<file path="src/rtl/csd_conv_arbiter.sv">
// Round-robin front end that time-shares a single binary-to-CSD converter among N clients.
// One job in flight: accept operand, pulse start, wait for done or timeout, return result to owner.
module csd_conv_arbiter #(
  parameter int N       = 4,
  parameter int W       = 8,
  parameter int RES_W   = 2*(W+1),
  parameter int TIMEOUT = 64
) (
  input  logic             clk,
  input  logic             reset,
  input  logic [N-1:0]     req_valid,
  output logic [N-1:0]     req_ready,
  input  logic [N*W-1:0]   req_operand,
  output logic [N-1:0]     rsp_valid,
  input  logic [N-1:0]     rsp_ready,
  output logic [RES_W-1:0] rsp_digits,
  output logic             rsp_err,
  output logic             conv_start,
  output logic [W-1:0]     conv_operand,
  input  logic             conv_done,
  input  logic [RES_W-1:0] conv_digits,
  output logic             busy
);

  localparam int PW = (N > 1) ? $clog2(N) : 1;
  localparam int CW = $clog2(TIMEOUT);

  typedef enum logic [1:0] {S_IDLE, S_LAUNCH, S_WAIT, S_RESP} state_t;

  state_t           r_state, w_state_next;
  logic [PW-1:0]    r_rr_ptr, r_owner, w_winner, w_next_ptr;
  logic             w_found, w_rsp_ack, w_timeout;
  logic [W-1:0]     r_operand;
  logic [RES_W-1:0] r_result;
  logic             r_err;
  logic [CW-1:0]    r_count;
  logic [PW-1:0]    w_scan_idx [N];
  logic [W-1:0]     w_req_op [N];

  // w_scan_idx[k] is the requester visited k-th, starting at r_rr_ptr
  for (genvar gi = 0; gi < N; gi++) begin : g_lane
    logic [PW:0] w_sum;
    assign w_sum           = {1'b0, r_rr_ptr} + (PW+1)'(gi);
    assign w_scan_idx[gi]  = (w_sum >= (PW+1)'(N)) ? PW'(w_sum - (PW+1)'(N)) : PW'(w_sum);
    assign w_req_op[gi]    = req_operand[gi*W +: W];
    assign req_ready[gi]   = (r_state == S_IDLE) && w_found && (w_winner == PW'(gi));
    assign rsp_valid[gi]   = (r_state == S_RESP) && (r_owner == PW'(gi));
  end

  // Walk from the far end so the nearest valid requester overwrites the rest
  always_comb begin
    w_found  = 1'b0;
    w_winner = '0;
    for (int k = N-1; k >= 0; k--) begin
      if (req_valid[w_scan_idx[k]]) begin
        w_found  = 1'b1;
        w_winner = w_scan_idx[k];
      end
    end
  end

  assign w_rsp_ack  = rsp_ready[r_owner];
  assign w_timeout  = (r_count == CW'(TIMEOUT-1));
  assign w_next_ptr = (r_owner == PW'(N-1)) ? '0 : r_owner + 1'b1;

  always_ff @(posedge clk) begin
    if (reset) r_state <= S_IDLE;
    else       r_state <= w_state_next;
  end

  always_comb begin
    w_state_next = r_state;
    case (r_state)
      S_IDLE:   if (w_found) w_state_next = S_LAUNCH;
      S_LAUNCH: w_state_next = S_WAIT;
      S_WAIT:   if (conv_done || w_timeout) w_state_next = S_RESP;
      S_RESP:   if (w_rsp_ack) w_state_next = S_IDLE;
      default:  w_state_next = S_IDLE;
    endcase
  end

  always_ff @(posedge clk) begin
    if (reset) begin
      r_rr_ptr  <= '0;
      r_owner   <= '0;
      r_operand <= '0;
      r_result  <= '0;
      r_err     <= 1'b0;
      r_count   <= '0;
    end else begin
      case (r_state)
        S_IDLE: begin
          if (w_found) begin
            r_operand <= w_req_op[w_winner];
            r_owner   <= w_winner;
          end
        end
        S_LAUNCH: r_count <= '0;
        S_WAIT: begin
          r_count <= r_count + 1'b1;
          // a completion arriving on the last allowed cycle still counts as success
          if (conv_done) begin
            r_result <= conv_digits;
            r_err    <= 1'b0;
          end else if (w_timeout) begin
            r_result <= '0;
            r_err    <= 1'b1;
          end
        end
        S_RESP:   if (w_rsp_ack) r_rr_ptr <= w_next_ptr;
        default:  ;
      endcase
    end
  end

  assign conv_start   = (r_state == S_LAUNCH);
  assign busy         = (r_state != S_IDLE);
  assign conv_operand = r_operand;
  assign rsp_digits   = r_result;
  assign rsp_err      = r_err;

endmodule

</file>
<file path="config.mk">
export PLATFORM = sky130hd
export DESIGN_NAME = csd_conv_arbiter
export DESIGN_NICKNAME = d
export VERILOG_FILES = /design/src/rtl/csd_conv_arbiter.sv
export SDC_FILE = /design/constraint.sdc
export NUM_CORES = 1
export LEC_CHECK = 0
export ABC_AREA = 0
export BUFFER_PORTS_ARGS = -buffer_cell sky130_fd_sc_hd__buf_2
export CAP_MARGIN = 10
export CORE_UTILIZATION = 48
export DETAILED_ROUTE_END_ITERATION = 16
export GPL_ROUTABILITY_DRIVEN = 0
export HOLD_SLACK_MARGIN = 0.08
export PLACE_DENSITY = 0.84
export RECOVER_POWER = 25
export SLEW_MARGIN = 10
export SYNTH_ARGS = -nofsm -noshare
export SYNTH_HDL_FRONTEND = slang
export SYNTH_SLANG_ARGS = --single-unit
export TNS_END_PERCENT = 30
</file>
<file path="constraint.sdc">
create_clock -name clk -period 4.56 [get_ports clk]
set_clock_uncertainty 0.2 [all_clocks]
set_input_delay 0.912 -clock clk [delete_from_list [all_inputs] [get_ports clk]]
set_output_delay 0.912 -clock clk [all_outputs]
set_load 0.1 [all_outputs]
</file>
==> metrics.txt, run 1 <==
status completed; Yosys top cell by area dfxtp_1; Initial DRT Pass Iterations 4; critical path's most frequent cell clkbuf_1; Inserted Clock Buffers 5; H-tree level count 2; Nets 366; CTS resizes 0; top-count cell post-synth dfxtp_1; num rows 22; part of the power in registers 0.279; Least-Margin Pin Slew 1180 ps; Yosys top cell area share 0.412; Mapped Nets 272; vias per cell 5.26; Vias 1816; f_max 0.262 GHz; Post-DP HPWL 3.29 mm; RSZ-0062 raised after global routing no; WS Path Type in -> out; number of post-CTS setup repair buffers 0; worst-case clock buffer depth 2; Tmin final 3810 ps; Hold WC Path Type reg -> reg; Logic pwr share 0.502; TritonCTS clock tree yes; Seq/Total Area, Yosys 0.412; synth-to-layout area growth 31.7%; async set-reset flop share out of synthesis 0; CP bufs+invs 3; Max-slew headroom 0.218; share of layout cells above drive strength 1 0.323; Top FF cell, synth dfxtp_1; Final Hold Viols 0; width of the die 64.8 µm; Critical Path Max Stage Delay 480 ps; first-pass GRT wire length 7.15 mm; IO Port Bufs 97; initial antenna violation count 0; Core Region 3720 µm²; grt ovf 0; synth warn 0; top cells by area, synth dfxtp_1 (41%), mux2i_1 (11%), a22oi_1 (7.1%); Placed Cells 337; vias in the first global route 1705; max_cap viols 0; P_leak 1.14 nW; Clock transition at path regs 80 ps; CP Capture Type output pin; post-synthesis cell area 1900 µm²; # hold bufs at CTS 0; Crit Path Max Fanout 14; PD cells 627 nW/µm²; clk root buf clkbuf_8; DRC errors left 0; Top Ports 98; Antenna Cells 0; final slew viol count 0; fin cells 345; EDFF count, synth 0; cell-internal power 0.774 mW; Arr. time, crit path 2700 ps; Synth Register Bits 39; final core occ 0.672; Mapped Avg Cell Area 9.38 µm²; worst skew pair latency 290 ps; ANT nets after route 0; WL/cell 12.8 µm; chip height 64.8 µm; Synth cell types 38; Switching Share 0.505; CP top delay family simple AND/OR/NAND/NOR gates; largest net degree at the start of global routing 28; final cycle utilization of the critical path 0.836; most frequent cells after synthesis dfxtp_1 (39), nor2_1 (27), mux2i_1 (20); DIE AREA 4200 µm²; final setup violation count 0; crit path launch type input port; Clock Power Share 0.219; Total Routed Length 4.42 mm; Synth Instances 202; CP max-delay cell clkbuf_1; first-iteration detailed-routing DRC count 98; clock sink count 39; net switching power 0.791 mW; Starting Density 0.510; All-Layer GR Usage 0.219; CP Data Required Time 3450 ps; crit path cell chain clkbuf_1 > nor4_1 > nand2b_1 > clkbuf_1 > nor3_1 > and2_1 > buf_2; Max VDD drop 0.000298 V
[stage by stage]
| stage | TNS (ps) | worst slack [ps] | area [µm²] | power (mW) | hold slack [ps] |
|---|---|---|---|---|---|
| 6_report | 0 | 747 | 2500 | 1.57 | 267 |
| 4_1_cts | 0 | 1130 | 2520 | 1.58 | 273 |
| 3_3_place_gp | 0 | 1190 | 2380 | 1.23 | 241 |
| 2_1_floorplan | -150 | -75.0 | 1900 | 1.11 | 254 |
| 5_1_grt | 0 | 633 | 2500 | 1.63 | 319 |
| 3_5_place_dp | 0 | 1130 | 2380 | 1.24 | 259 |
[area by class of cell]
cell class	instances	area [µm²]
fill	336	1220
multi-input combinational	143	1010
sequential	39	781
timing repair buffer	98	473
clock buffer	5	68.8
clock inverter	3	67.6
tap	48	60.1
inverter	9	33.8
[flip-flops by register name, summed over array words and instances, names as in the netlist]
register and flops:
conv_operand 8, r_count 6, r_owner 2, rsp_digits 18
r_state 2, rsp_err 1, r_rr_ptr 2
[power by group through the flow]
stage / combinational [mW] / clock (mW) / sequential (mW)
4_1_cts: 0.798 / 0.347 / 0.437
3_5_place_dp: 0.797 / 0 / 0.443
6_report: 0.786 / 0.343 / 0.437
5_1_grt: 0.827 / 0.363 / 0.444
3_3_place_gp: 0.788 / 0 / 0.442
2_1_floorplan: 0.370 / 0 / 0.740
[final timing paths]
check                             startpoint         endpoint  slack (ps)  depth (start not counted)
worst min register to register       rsp_err          rsp_err         270                          2
worst max-delay path            req_valid[1]     req_ready[1]         750                          7
worst max register to register    r_state[0]  conv_operand[6]        2420                          7
worst min-delay path                 rsp_err          rsp_err         270                          2
[layout by cell type (no fill, tap or decap), types with 7 or more instances in the layout]
| cell type | instances |
|---|---|
| a22oi_1 | 18 |
| and2_1 | 7 |
| buf_2 | 84 |
| clkbuf_1 | 14 |
| dfxtp_1 | 39 |
| ha_1 | 9 |
| inv_1 | 8 |
| mux2i_1 | 20 |
| nand2_1 | 8 |
| nand3_1 | 9 |
| nor2_1 | 27 |
| o221ai_1 | 8 |
[routing by layer]
metal / share of wire / track usage / vias up
met2: 0.48 / 0.385 / 68
met1: 0.44 / 0.253 / 824
met5: 0 / 0 / -
met3: 0.071 / 0.0651 / 6
met4: 0.0093 / 0.0667 / 0
li1: - / - / 918
[worst register-to-register path, delay by kind of cell (launching register included)]
family | cells | cell delay (ps)
AO/OA/AOI/OAI | 1 | 170
adder cells (fa/ha/maj) | 1 | 250
buffers and inverters | 2 | 570
flip-flops | 1 | 370
AND/OR/NAND/NOR | 3 | 450
[kinds of logic (layout without fill, tap and decap cells)]
family,Yosys count,after routing,share of synthesized area
AO/OA/AOI/OAI,43,43,0.169
XOR/XNOR,4,4,0.0185
adder cells (fa/ha/maj),9,9,0.0594
buffers and inverters,20,115,0.0535
flip-flops,39,39,0.412
multiplexers,21,21,0.117
AND/OR/NAND/NOR,66,66,0.170
No activity file was read; power rests on OpenSTA's default activity.
==> inputs of run 2 (changes only) <==
--- a/config.mk
+++ b/config.mk
@@ -8,11 +8,11 @@
 export ABC_AREA = 0
 export BUFFER_PORTS_ARGS = -buffer_cell sky130_fd_sc_hd__buf_2
 export CAP_MARGIN = 10
-export CORE_UTILIZATION = 48
+export CORE_UTILIZATION = 45
 export DETAILED_ROUTE_END_ITERATION = 16
 export GPL_ROUTABILITY_DRIVEN = 0
 export HOLD_SLACK_MARGIN = 0.08
-export PLACE_DENSITY = 0.84
+export PLACE_DENSITY = 0.8
 export RECOVER_POWER = 25
 export SLEW_MARGIN = 10
 export SYNTH_ARGS = -nofsm -noshare
==> constraint.sdc (replaced) <==
create_clock -name clk -period 3.7 [get_ports clk]
set_clock_uncertainty 0.2 [all_clocks]
set_input_delay 0.74 -clock clk [delete_from_list [all_inputs] [get_ports clk]]
set_output_delay 0.74 -clock clk [all_outputs]
set_load 0.1 [all_outputs]
==> metrics.txt, run 2 (same netlist as run 1, synthesis figures left out) <==
status completed; final core occ 0.620; IO Port Bufs 97; P_leak 1.13 nW; Max VDD drop 0.000438 V; Total Routed Length 4.30 mm; first-iteration detailed-routing DRC count 61; final setup violation count 0; WL/cell 12.4 µm; Tmin final 3010 ps; CTS resizes 0; num rows 23; ANT nets after route 0; largest net degree at the start of global routing 28; Inserted Clock Buffers 5; DIE AREA 4480 µm²; Top Ports 98; grt ovf 0; width of the die 66.9 µm; number of post-CTS setup repair buffers 0; first-pass GRT wire length 6.45 mm; Tot Pwr 1.93 mW; synth-to-layout area growth 31.7%; vias per cell 5.22; Starting Density 0.470; clk root buf clkbuf_8; share of layout cells above drive strength 1 0.316; WS Path Type in -> out; Least-Margin Pin Slew 1190 ps; # hold bufs at CTS 0; Switching Share 0.502; Max-slew headroom 0.207; Finished Cell Area 2500 µm²; setup TNS 0 ps; PD cells 771 nW/µm²; fin cells 347; vias in the first global route 1469; Final Hold Viols 0; initial antenna violation count 0; Arr. time, crit path 2070 ps; max FFs per register 18; worst-case clock buffer depth 2; Post-DP HPWL 3.23 mm; cell-internal power 0.959 mW; Clock transition at path regs 80 ps; commonest non-fill, non-tap cell in the layout buf_2; H-tree level count 2; clock sink count 39; final slew viol count 0; CP Data Required Time 2760 ps; DRC errors left 0; Placed Cells 339; Core Region 4030 µm²; f_max 0.332 GHz; Hold WC Path Type reg -> reg; DP Area 2380 µm²; max_cap viols 0; All-Layer GR Usage 0.192; CP Capture Type output pin; FF-to-FF setup slack 1560 ps; chip height 66.9 µm; worst skew pair latency 280 ps; Crit Path Max Fanout 4; Initial DRT Pass Iterations 4; net switching power 0.967 mW; TritonCTS clock tree yes; Antenna Cells 0; RSZ-0062 raised after global routing no; Nets 366; Clock Power Share 0.214; final cycle utilization of the critical path 0.814; commonest non-fill, non-tap cells in the layout buf_2 (82), dfxtp_1 (39), nor2_1 (27); Vias 1812; crit path launch type input port; Logic pwr share 0.507; part of the power in registers 0.279
-- run 2: cell count changes in the layout (fill, tap and decap cells not counted), sizes merged --
cell | previous run | this run
clkinvlp | 1 | 0
clkbuf | 19 | 21
buf | 84 | 83
-- run 2: cell type report --
cell class	instances	area [µm²]
fill	364	1530
multi-input combinational	143	1010
sequential	39	781
timing repair buffer	98	474
clock buffer	6	72.6
tap	50	62.6
clock inverter	2	60.1
inverter	9	33.8
-- run 2: power groups by stage --
| stage | Clock (mW) | Sequential (mW) | Combinational [mW] |
|---|---|---|---|
| 6_report | 0.412 | 0.538 | 0.976 |
| 3_3_place_gp | 0 | 0.545 | 0.975 |
| 5_1_grt | 0.441 | 0.547 | 1.02 |
| 4_1_cts | 0.418 | 0.537 | 0.986 |
| 3_5_place_dp | 0 | 0.545 | 0.984 |
| 2_1_floorplan | 0 | 0.912 | 0.456 |
-- run 2: layer usage --
metal  vias up  wire [µm]  track usage
met1       824       1940        0.235
li1        911          -            -
met2        71       2000        0.316
met3         6        309       0.0616
met4         0         55       0.0638
met5         -          0            0
-- run 2: path summary, 6_finish.rpt --
check | start | endpoint | depth (start not counted)
min reg2reg | rsp_err | rsp_err | 2
max | req_valid[2] | req_ready[3] | 6
max reg2reg | r_count[0] | rsp_digits[6] | 6
min | rsp_err | rsp_err | 2
-- run 2: per-stage QoR --
step / worst slack [ps] / hold WS [ps]
CTS: 692 / 263
finish: 688 / 262
floorplan: -591 / 254
detailed placement: 701 / 250
global placement: 781 / 242
global route: 610 / 301
-- run 2: worst max-delay path, cell delays in order --
cell     delay [ps]
buf_2           130
mux2i_1         200
o22ai_2         160
nor3_1          260
and2_1          170
buf_2           420
